## src/rtl/queue_wr_arbiter.sv

```systemverilog
// Round-robin arbiter sharing one QUEUE write port between two producers.
// Ports: CLK, INIT (sync high reset), REQ0/REQ1 + D0/D1 in, ACK0/ACK1 and
// GNT0/GNT1 out, Q_FULL in, Q_WR/Q_DI out to the queue write side.
module queue_wr_arbiter #(
   parameter int W     = 8,
   parameter int BURST = 4
) (
   input  logic         CLK,
   input  logic         INIT,
   input  logic         REQ0,
   input  logic         REQ1,
   input  logic [W-1:0] D0,
   input  logic [W-1:0] D1,
   output logic         ACK0,
   output logic         ACK1,
   output logic         GNT0,
   output logic         GNT1,
   input  logic         Q_FULL,
   output logic         Q_WR,
   output logic [W-1:0] Q_DI
);

   localparam logic [1:0] IDLE = 2'd0;
   localparam logic [1:0] OWN0 = 2'd1;
   localparam logic [1:0] OWN1 = 2'd2;
   localparam logic [3:0] CMAX = 4'(BURST - 1);

   logic [1:0] state, state_n;
   logic [3:0] cnt, cnt_n;
   logic       last, last_n;
   logic       req_own, req_oth, wr;

   always_comb begin
      GNT0    = (state == OWN0);
      GNT1    = (state == OWN1);
      req_own = (GNT0 & REQ0) | (GNT1 & REQ1);
      req_oth = (GNT0 & REQ1) | (GNT1 & REQ0);
      // FULL and INIT gate the write in the same cycle
      wr      = req_own & ~Q_FULL & ~INIT;
      Q_WR    = wr;
      ACK0    = GNT0 & wr;
      ACK1    = GNT1 & wr;
      Q_DI    = GNT0 ? D0 : (GNT1 ? D1 : '0);
   end

   always_comb begin
      state_n = state;
      cnt_n   = cnt;
      last_n  = last;
      unique case (1'b1)
         GNT0, GNT1: begin
            if (wr && cnt != CMAX) begin
               cnt_n = cnt + 4'd1;
            end else if (wr || !req_own) begin
               // burst end or release: hand over without a bubble
               cnt_n = '0;
               if (req_oth) begin
                  state_n = GNT0 ? OWN1 : OWN0;
                  last_n  = GNT0;
               end else if (!req_own) begin
                  state_n = IDLE;
               end
            end
            // otherwise stalled on FULL: hold everything
         end
         default: begin
            state_n = IDLE;
            cnt_n   = '0;
            if (REQ0 && (!REQ1 || last)) begin
               state_n = OWN0;
               last_n  = 1'b0;
            end else if (REQ1) begin
               state_n = OWN1;
               last_n  = 1'b1;
            end
         end
      endcase
   end

   always_ff @(posedge CLK) begin
      if (INIT) begin
         state <= IDLE;
         cnt   <= '0;
         last  <= 1'b1;
      end else begin
         state <= state_n;
         cnt   <= cnt_n;
         last  <= last_n;
      end
   end

endmodule

```

## config.mk

```make
export PLATFORM = sky130hd
export DESIGN_NAME = queue_wr_arbiter
export DESIGN_NICKNAME = d
export VERILOG_FILES = /design/src/rtl/queue_wr_arbiter.sv
export SDC_FILE = /design/constraint.sdc
export NUM_CORES = 1
export LEC_CHECK = 0
export CAP_MARGIN = 20
export CORE_UTILIZATION = 39
export CTS_CLUSTER_DIAMETER = 120
export DETAILED_ROUTE_END_ITERATION = 6
export MAX_ROUTING_LAYER = met4
export PLACE_DENSITY_LB_ADDON = 0.12
export SETUP_SLACK_MARGIN = 0.2
export SYNTH_ARGS = -nofsm -noshare
export SYNTH_HDL_FRONTEND = slang
export SYNTH_SLANG_ARGS = --single-unit
```

## constraint.sdc

```tcl
create_clock -name CLK -period 3.3 [get_ports CLK]
set_input_delay 0.495 -clock CLK [delete_from_list [all_inputs] [get_ports CLK]]
set_output_delay 0.495 -clock CLK [all_outputs]
set_load 0.1 [all_outputs]
```

==> results of run 1 <==
layer usage:
metal  GRT usage [%]  vias to the layer above  share of wire (%)
li1                -                      333                  -
met1            31.0                      282                 50
met2            32.1                       20                 43
met3            3.89                        2                6.5
met4            10.0                        0               0.49
met5               -                        -                  0
cell families after synthesis:
family,share of synthesized area (%)
compound gates,32.4
xor+xnor,1.51
fa+ha+maj,6.48
buf+inv,4.75
flops,24.2
simple gates,30.7
critical path, delay by kind of cell:
kind                   cells  cell delay, ps
buffers and inverters      2             720
and+or+nand+nor            2             580
AOI/OAI and AO/OA          1             150
state kept, by name, indices dropped and copies added, names as in the netlist:
register  cells
last          1
cnt           4
state         2
power groups by stage:
stage	Combinational (W)	Clock, W	Sequential (W)
2_1_floorplan	0.000653	0	0.000111
3_3_place_gp	0.000788	0	0.000113
3_5_place_dp	0.000797	0	0.000114
4_1_cts	0.000798	0.0000777	0.000112
5_1_grt	0.000837	0.0000809	0.000114
6_report	0.000797	0.0000765	0.000112
synthesized netlist by cell type, types with 2 or more instances:
master / count
a21oi_1: 5
nand3_1: 2
and2_1: 2
nand2_1: 5
ha_1: 3
inv_1: 2
nor2_1: 6
a22o_1: 8
or4bb_1: 2
a311oi_1: 2
o21ai_0: 4
dfxtp_1: 7
or2_2: 3
path summary, 6_finish.rpt:
path / endpoint / slack, ps / depth (start not counted)
setup / recovery: ACK0 / 860 / 5
hold / removal: cnt[1]$_SDFFE_PP0P_ / 470 / 2
setup reg to reg: last$_SDFFE_PP1P_ / 1490 / 6
hold reg to reg: cnt[1]$_SDFFE_PP0P_ / 470 / 2
through the flow:
step / hold WS, ps / utilization, % / cell area [um2] / total power (W)
global route: 509 / 70.9 / 946 / 0.00103
global placement: 465 / 68.9 / 920 / 0.000901
CTS: 476 / 70.9 / 946 / 0.000988
floorplan: 426 / - / 598 / 0.000765
detailed placement: 470 / 68.9 / 920 / 0.000912
finish: 475 / 70.9 / 946 / 0.000986
final cells by class:
type                    count  area share [%]
multi-input cells          58            45.5
repair buffers             33            34.1
flip-flops and latches      7            14.8
clock buffers               4            2.78
well taps                  15            1.98
inverters                   2           0.794
==> impl_metrics.ini, run 1 <==
[logic_synthesis]
synth_top_area_share_pct = 24.2
async_flop_share_pct = 0
synthesis.instances = 70
synth_area_per_cell_um2 = 8.28
syn-num-nets = 94
netlist_area_um2 = 579
synthFlopType = dfxtp_1
ys_ff_latch = 7
yosysTopAreaCell = dfxtp_1
synth_edf_count = 0
netlist_top_cells_area = dfxtp_1, a22o_1, ha_1, a21oi_1, nor2_1
yosysSeqAreaShare_pct = 24.2
yosys_warnings = 0
synth.distinct_cells = 32

[critical_path]
slowest_delay_ps = 550
crit_path_end_kind = primary output
cp_max_fo = 9
cp.required_ps = 2800
crit_path_start_kind = input port
crit_slowest_cell = clkdlybuf4s50_1
worst-setup-path-type = input port to primary output
path_cells = clkdlybuf4s50_1, or2_2, a21oi_4, and2_2, buf_12
cp-startpoint = INIT
r2r_start = state[1]$_SDFFE_PP0P_
crit_arrival_ps = 1950

[drt]
drc = 0
wl_per_cell_um = 13.8
initialDrtViolationCount = 7
ant_nets = 0
drt_first_pass_iters = 4
avgViaCountPerCell = 5.35
vias = 637
wl_mm = 1.64

[power]
p_int_w = 0.000352
p_switching_w = 0.000634
p_per_area_nw_per_um2 = 1040
p_leak_nw = 0.354
peakVddDrop_uv = 604
pwr-share-comb_pct = 80.9
swShare_pct = 64.3
p_seq_share_pct = 11.4
clkPwrFrac_pct = 7.8

[place]
hpwl_mm = 1.34
portBuffers = 33
gp_congestion = 0.797
preCtsSetupSlack_ps = 872
dpl.cell_count = 115

[timing]
slew_headroom_pct = 65.0
finClkSkew_ps = 3.06
tightest_slew_ps = 525
setup-violations-final = 0
finalSetupTns_ps = 0
fin_ws_ps = 859
min_period_ps = 2440
timing.fmax_mhz = 410
rsz0062_at_grt = false
slew_viol_final = 0
period_share_pct = 74.0
final_hold_viol_count = 0

[clock_network]
ctsHtreeMaxLevel = 1
clkLatencyLatePin_ps = 250
clock_path_buffers = 2
cts.sinks = 7
numCtsBuffers = 3
cts.clk_slew.worst_paths_ps = 50
cts_root_buf = clkbuf_4
tritoncts = done
hold_buffers = 0
postCtsResizedCells = 0
post_cts_buffers = 0

[finish]
syn2layout_area_growth_pct = 63.3
final_cell_mix = clkdlybuf4s50_1, buf_4, a22o_1, dfxtp_1, nor2_1
register_area_um2 = 140
layout_commonest_cell = clkdlybuf4s50_1
instances_no_fill = 119
multi_input_area_um2 = 430
layout-drive-gt1-share_pct = 26.9
final_nets = 129
n_antenna_cell = 0
nFillCells = 113

[grt]
grt_use_total_pct = 22.7
grt_pass1_wl_mm = 2.33
grt_max_degree = 18
grt_overflow = 0
antenna_found_initial = 0
grt_pass1_vias = 525

[die]
die_w_um = 40.5
ios = 34
coreArea_um2 = 1330
dieArea_um2 = 1640
die_y_um = 40.5
rows = 13
start_util_pct = 43.4

[min_path]
hold_start = cnt[1]$_SDFFE_PP0P_
hold_path.class = flip-flop to flip-flop

[outcome]
status = completed

[run]
cap_viol_max_count = 0
No activity file was read; power rests on OpenSTA's default activity.
==> inputs of run 2 (changes only) <==
--- a/config.mk
+++ b/config.mk
@@ -6,7 +6,8 @@
 export NUM_CORES = 1
 export LEC_CHECK = 0
 export CAP_MARGIN = 20
-export CORE_UTILIZATION = 39
+export CORE_ASPECT_RATIO = 1.2
+export CORE_UTILIZATION = 33
 export CTS_CLUSTER_DIAMETER = 120
 export DETAILED_ROUTE_END_ITERATION = 6
 export MAX_ROUTING_LAYER = met4
==> constraint.sdc (replaced) <==
create_clock -name CLK -period 2.1 [get_ports CLK]
set_input_delay 0.315 -clock CLK [delete_from_list [all_inputs] [get_ports CLK]]
set_output_delay 0.315 -clock CLK [all_outputs]
set_load 0.1 [all_outputs]
==> run 2 against run 1 <==
Cell count grew 8.4%. Die area grew 17%. Highest routed layer unchanged. Count of clock-buffer cells in the layout is the same. Setup slack lost 620 ps. Critical path depth is the same. Sequential share of layout area shrank 2.9 points. Wire length grew 6.4%.
==> impl_metrics.ini, run 2 (synthesis gave the netlist of run 1 again) <==
[outcome]
status = completed

[clock_network]
ctsHtreeMaxLevel = 1
tritoncts = done
hold_buffers = 0
cts.sinks = 7
numCtsBuffers = 3
clock_path_buffers = 2
cts.clk_slew.worst_paths_ps = 50
clkLatencyLatePin_ps = 250
cts_root_buf = clkbuf_4

[finish]
top_regs = cnt: 4 flops, state: 2 flops, last: 1 flops
syn2layout_area_growth_pct = 106
final_cell_area_um2 = 1190
largest_reg_flops = 4
instances_no_fill = 129
multi_input_area_um2 = 488
largest-register = cnt
register_area_um2 = 143
layout_commonest_cell = clkdlybuf4s50_1
layout-drive-gt1-share_pct = 45.0
final_nets = 136
n_antenna_cell = 0
nFillCells = 112
utilization_pct = 72.6
final_cell_mix = clkdlybuf4s50_1, buf_12, buf_4, a22o_2, nor2_1

[timing]
slew_headroom_pct = 73.0
setup-violations-final = 0
final_hold_viol_count = 0
finClkSkew_ps = 3.23
min_period_ps = 1860
timing.fmax_mhz = 539
rsz0062_at_grt = false
fin_ws_ps = 244
slew_viol_final = 0
tightest_slew_ps = 402
hold_ws_ps = 463
period_share_pct = 88.4

[grt]
antenna_found_initial = 0
grt_pass1_vias = 586
grt_pass1_wl_mm = 2.39
grt_overflow = 0
grt_max_degree = 18
grt_use_total_pct = 18.8

[drt]
initialDrtViolationCount = 15
drt_first_pass_iters = 4
ant_nets = 0
wl_per_cell_um = 13.5
avgViaCountPerCell = 5.53
vias = 714
wl_mm = 1.75
drc = 0

[run]
cap_viol_max_count = 0

[min_path]
hold_path.class = flip-flop to flip-flop

[critical_path]
crit_path_end_kind = primary output
crit_arrival_ps = 1540
worst-setup-path-type = input port to primary output
slowest_delay_ps = 470
cp.required_ps = 1780
path_cells = clkdlybuf4s50_1, or2_4, a21oi_4, and2_4, buf_12
crit_slowest_cell = clkdlybuf4s50_1
crit_path_start_kind = input port
cp_max_fo = 4

[die]
coreArea_um2 = 1640
rows = 16
ios = 34
die_w_um = 40.2
die_y_um = 47.9
dieArea_um2 = 1930
start_util_pct = 35.3

[power]
peakVddDrop_uv = 1070
p_per_area_nw_per_um2 = 1650
p_leak_nw = 0.465

[place]
dpl.cell_count = 120
gp_congestion = 0.717
hpwl_mm = 1.32
placedInstanceArea_um2 = 1110
preCtsSetupSlack_ps = 55.8
portBuffers = 33
[run 2: final timing paths]
path                                           to  cells past startpoint                 from  slack (ps)
worst max register to register  last$_SDFFE_PP1P_                      5  cnt[0]$_SDFFE_PP0P_         310
worst min-delay path            last$_SDFFE_PP1P_                      1    last$_SDFFE_PP1P_         460
worst max-delay path                         ACK1                      5                 INIT         240
worst min register to register  last$_SDFFE_PP1P_                      1    last$_SDFFE_PP1P_         460
[run 2: metrics by stage]
step | power (W) | TNS [ps]
after floorplan | 0.00130 | -481
after global placement | 0.00177 | 0
after detailed placement | 0.00178 | 0
after CTS | 0.00191 | 0
after global routing | 0.00205 | 0
final | 0.00197 | 0
[run 2: critical path: cells and delay by family]
family | cells | cell delay [ps]
buffers and inverters | 2 | 630
and+or+nand+nor | 2 | 450
AOI/OAI and AO/OA | 1 | 140
[run 2: cell type report]
type                    count  area share, %
repair buffers             40           42.4
multi-input cells          58           40.9
flip-flops and latches      7           12.0
clock buffers               4           2.20
well taps                  18           1.89
inverters                   2          0.630
[run 2: metal layers]
layer / track usage [%] / share of wire [%] / routed length, um
met5: - / 0 / 0
met4: 12.0 / 1.8 / 31
met1: 18.0 / 39 / 683
met3: 6.05 / 11 / 197
met2: 31.9 / 48 / 834
[run 2: power by group]
group,switching (W),internal (W)
registers,0.0000270,0.000165
clock network,0.0000492,0.0000725
logic,0.00101,0.000643
[run 2: what timing repair did]
| item | 4_1_cts | 5_1_grt |
|---|---|---|
| hold endpoints to repair | 0 | 0 |
| resized for setup | 3 | 4 |
| buffers inserted | 1 | 4 |
| endpoints found under the setup margin | 10 | 10 |
==> inputs of run 3 (changes only) <==
--- a/config.mk
+++ b/config.mk
@@ -6,8 +6,10 @@
 export NUM_CORES = 1
 export LEC_CHECK = 0
 export CAP_MARGIN = 20
+export CELL_PAD_IN_SITES_DETAIL_PLACEMENT = 1
+export CELL_PAD_IN_SITES_GLOBAL_PLACEMENT = 2
 export CORE_ASPECT_RATIO = 1.2
-export CORE_UTILIZATION = 33
+export CORE_UTILIZATION = 17
 export CTS_CLUSTER_DIAMETER = 120
 export DETAILED_ROUTE_END_ITERATION = 6
 export MAX_ROUTING_LAYER = met4
==> run 3 against run 2 <==
Sequential share of layout area decreased by 0.94 points. Maximum frequency is essentially flat. Count of clock-buffer cells in the layout stayed put. Largest power group unchanged. Largest cell class unchanged. Combinational power up 9.7%. Non-clock buffer count is 2 higher. First-iteration DRC count is 13% higher. Critical endpoint is now Q_DI[2]. Setup slack got worse by 1.2 ps. Register-to-register slack hardly changed. Clock skew down 2.7 ps.
==> impl_metrics.ini, run 3 (synthesis gave the netlist of run 1 again) <==
[grt]
grt_max_degree = 10
antenna_found_initial = 0
grt_pass1_vias = 755
grt_util_met3_pct = 1.96
grtUsageMet1_pct = 13.8
grt_util_met2_pct = 23.9
top_usage_layer = met2
grt_overflow = 0
grt_use_total_pct = 13.0
grt_pass1_wl_mm = 3.58

[die]
coreArea_um2 = 3170
die_y_um = 65.9
start_util_pct = 18.3
dieArea_um2 = 3650
rows = 22
ios = 34
die_w_um = 55.3

[clock_network]
cts.clk_slew.worst_paths_ps = 50
tritoncts = done
hold_buffers = 0
clkLatencyLatePin_ps = 250
cts_root_buf = clkbuf_4
ctsHtreeMaxLevel = 1
clock_path_buffers = 2
numCtsBuffers = 3
cts.sinks = 7

[timing]
setup-violations-final = 0
final_hold_viol_count = 0
min_period_ps = 1860
slew_headroom_pct = 67.6
tightest_slew_ps = 484
period_share_pct = 88.5
rsz0062_at_grt = false
finClkSkew_ps = 0.542
finalSetupTns_ps = 0
slew_viol_final = 0
timing.fmax_mhz = 538

[power]
p_per_area_nw_per_um2 = 1640
peakVddDrop_uv = 1110
p_leak_nw = 0.499
finalPower_w = 0.00212

[drt]
ant_nets = 0
avgViaCountPerCell = 4.81
vias = 717
initialDrtViolationCount = 17
drc = 0
drt_first_pass_iters = 4
wl_mm = 2.22
wl_per_cell_um = 14.9

[min_path]
hold_depth = 1
hold_path.class = flip-flop to flip-flop

[place]
portBuffers = 33
placedInstanceArea_um2 = 1140
gp_congestion = 0.688
dpl.cell_count = 138
hpwl_mm = 1.72

[critical_path]
slowest_delay_ps = 330
crit_path_start_kind = flip-flop
reg2reg_depth = 5
cp.required_ps = 1780
crit_path_end_kind = primary output
reg2reg_slack_ps = 310
worst-setup-path-type = flip-flop to primary output
crit_arrival_ps = 1540
cpMostUsedCell = buf_4
path_cells = buf_4, ha_4, buf_4, a22o_2, buf_12
crit_slowest_cell = dfxtp_2
cp_max_fo = 9

[finish]
final_nets = 138
largest_reg_flops = 4
layout-drive-gt1-share_pct = 46.9
final_cell_mix = clkdlybuf4s50_1, buf_12, buf_4, nor2_1
top_regs = cnt: 4 flops, state: 2 flops, last: 1 flops
syn2layout_area_growth_pct = 123
final_cell_area_um2 = 1290
n_antenna_cell = 0
largest-register = cnt
instances_no_fill = 149
layout_commonest_cell = clkdlybuf4s50_1

[run]
cap_viol_max_count = 0

[outcome]
status = completed
==> run 3: changes by cell type in the layout (fill, tap and decap cells not counted), sizes merged <==
cell,change
dlymetal6s2s,-1
dlygate4sd2,+3
clkdlybuf4s50,-2
buf,+2
==> run 3: area by class of cell <==
class | count | area, um2
clock buffers | 4 | 26.3
flip-flops and latches | 7 | 143
multi-input cells | 58 | 533
repair buffers | 42 | 539
inverters | 2 | 7.51
fillers | 366 | 1870
well taps | 36 | 45.0
==> run 3: per-layer routing <==
metal  vias up  share of wire, %
met4         0              0.99
met5         -                 0
met1       328                40
met3         4               6.2
met2        34                52
li1        351                 -
==> run 3: report_power, final <==
group / switching, W / total [W] / leakage [nW] / internal, W
clock network: 0.0000505 / 0.000123 / 0.0150 / 0.0000726
logic: 0.00108 / 0.00181 / 0.426 / 0.000736
registers: 0.0000235 / 0.000188 / 0.0578 / 0.000165
==> run 3: final timing paths <==
| check | endpoint | from |
|---|---|---|
| setup / recovery | Q_DI[2] | state[0]$_SDFFE_PP0P_ |
| hold / removal | last$_SDFFE_PP1P_ | last$_SDFFE_PP1P_ |
| setup reg to reg | last$_SDFFE_PP1P_ | cnt[0]$_SDFFE_PP0P_ |
| hold reg to reg | last$_SDFFE_PP1P_ | last$_SDFFE_PP1P_ |
==> run 3: timing repair <==
| item | 4_1_cts | 5_1_grt |
|---|---|---|
| gates resized for setup | 6 | 9 |
| hold endpoints to repair | 0 | 0 |
| buffers inserted | 5 | 2 |
| setup endpoints to repair | 10 | 14 |
| pin swaps | 3 | 1 |
| cloned | 0 | 0 |
==> run 3: metrics by stage <==
stage | util (%) | hold WS [ps] | worst slack [ps]
after floorplan | - | 426 | -241
after CTS | 38.3 | 455 | 216
after global placement | 36.1 | 451 | 87.5
after detailed placement | 36.1 | 443 | 59.6
final | 40.9 | 454 | 243
after global routing | 40.9 | 472 | 200
==> run 3: critical path, delay by kind of cell, from the launching register on <==
family,cells,cell delay (ps)
AOI/OAI and AO/OA,1,290
adders and majority gates,1,180
DFF,1,330
buffers and inverters,3,490
==> patch (config.mk and constraints of run 3) <==
`W`: 8 -> 7.
--- a/src/rtl/queue_wr_arbiter.sv
+++ b/src/rtl/queue_wr_arbiter.sv
@@ -3,5 +3,5 @@
 // GNT0/GNT1 out, Q_FULL in, Q_WR/Q_DI out to the queue write side.
 module queue_wr_arbiter #(
-   parameter int W     = 8,
+   parameter int W     = 7,
    parameter int BURST = 4
 ) (
Interface: changed (resized D0, D1 and Q_DI); port bits go from 34 to 31. The function was not compared with the original's and may differ.
==> patch against run 3 <==
- critical path depth stayed put
- area after synthesis is 3.5% lower
- power fell by 12%
- routed wire length down 13%
- final area fell by 10%
- sequential cell count is the same
- global-route usage down 1.0 points
- highest routed layer unchanged
- register-to-register slack gained 0.14 ns
- setup slack better by 0.021 ns
==> patch: results <==
set metrics [dict create \
    grt_pass1_wl_mm 2.91 \
    use_met3 0.0235 \
    syn_nets 90 \
    netlist_top_cells_count "nor2_1 (10), a22o_1 (7), dfxtp_1 (7)" \
    placed_cell_area_um2 1090 \
    grt_use_met1 0.106 \
    use_met2 0.223 \
    path_max_fanout 4 \
    drive_gt1_frac 0.426 \
    yosysUniqueCellTypes 32 \
    grt_start_max_net_pins 10 \
    rr_endpoint "last" \
    leakage_nw 0.429 \
    min_from "cnt[1]" \
    root_buffer "clkbuf_4" \
    io_buffers 30 \
    max_slew.worst_pin.slew_ns 0.274 \
    synth_area_leaders "dfxtp_1 (25%), a22o_1 (11%), ha_1 (6.7%), nor2_1 (6.7%), a2111oi_4 (4.9%)" \
    reg_top3 "cnt x4, state x2, last x1" \
    holdPathEnd "cnt[1]" \
    detail_route.wl_per_cell_um 13.3 \
    final_nets 131 \
    first_pass_iters 2 \
    clock_skew_ns 0.00349 \
    post-dp-hpwl_mm 1.55 \
    critPathArrivalTime_ns 1.52 \
    status "completed" \
    grt_pass1_vias 690 \
    htreeDepth 1 \
    gp_congestion 0.714 \
    min_path_cells 2 \
    ff2ff_setup_slack_ns 0.45 \
    dr.first_iter.drc_count 11 \
    synth-seq-area-share 0.251 \
    viasPerCell 4.79 \
    grt_use_total 0.120 \
    irDropWorstVdd_v 0.000933 \
    clkSlewWorstSetupHoldPaths_ns 0.05 \
]
-- patch: report_power, final --
part | switching, W | internal, W
Combinational | 0.000946 | 0.000608
Clock | 0.0000544 | 0.0000728
Sequential | 0.0000187 | 0.000163
-- patch: critical path, cell delays in order --
cell and delay, ns:
clkdlybuf4s50_1 0.44, or2_4 0.29, a21oi_4 0.14, and2_4 0.17
buf_12 0.16
-- patch: stage by stage --
step / instances / worst slack (ns) / power, W / hold WS (ns) / utilization
after floorplan: 68 / -0.242 / 0.00121 / 0.449 / -
after global placement: 134 / 0.172 / 0.00168 / 0.483 / 0.350
after detailed placement: 134 / 0.157 / 0.00169 / 0.477 / 0.350
after CTS: 142 / 0.203 / 0.00187 / 0.488 / 0.369
after global routing: 144 / 0.208 / 0.00195 / 0.536 / 0.374
final: 144 / 0.264 / 0.00186 / 0.484 / 0.374
-- patch: layout make-up --
class / instances / area [um^2]
Clock buffer: 4 / 26.3
Fill cell: 363 / 1950
Inverter: 2 / 7.51
Multi-Input combinational cell: 56 / 454
Sequential cell: 7 / 143
Tap cell: 36 / 45.0
Timing Repair Buffer: 39 / 487
-- patch: per-layer routing --
layer,share of wire,up-vias
met3,0.090,4
li1,-,335
met2,0.52,32
met5,0,-
met4,0.017,0
met1,0.37,319
-- patch: worst max path at each step --
stage               endpoint  slack, ns     start  cells past startpoint
global route            ACK0       0.21    Q_FULL                      5
floorplan               ACK0      -0.24  state[1]                      6
global placement        last       0.17      INIT                      6
CTS                  Q_DI[1]       0.20  state[0]                      6
detailed placement      last       0.16      INIT                      6
finish                  ACK1       0.26    Q_FULL                      5
-- patch: repair_timing --
action,4_1_cts,5_1_grt
pin swaps,1,0
gates cloned,0,0
resized for setup,3,0
setup endpoints to repair,9,9
setup buffers,4,2
-- patch: kinds of logic (layout without fill, tap and decap cells) --
logic type,Yosys count,after routing,synth area share
simple gates,29,29,0.266
compound gates,22,22,0.333
fa+ha+maj,3,3,0.0671
buf+inv,5,45,0.0492
mux,1,1,0.0179
flops,7,7,0.251
xor+xnor,1,1,0.0157
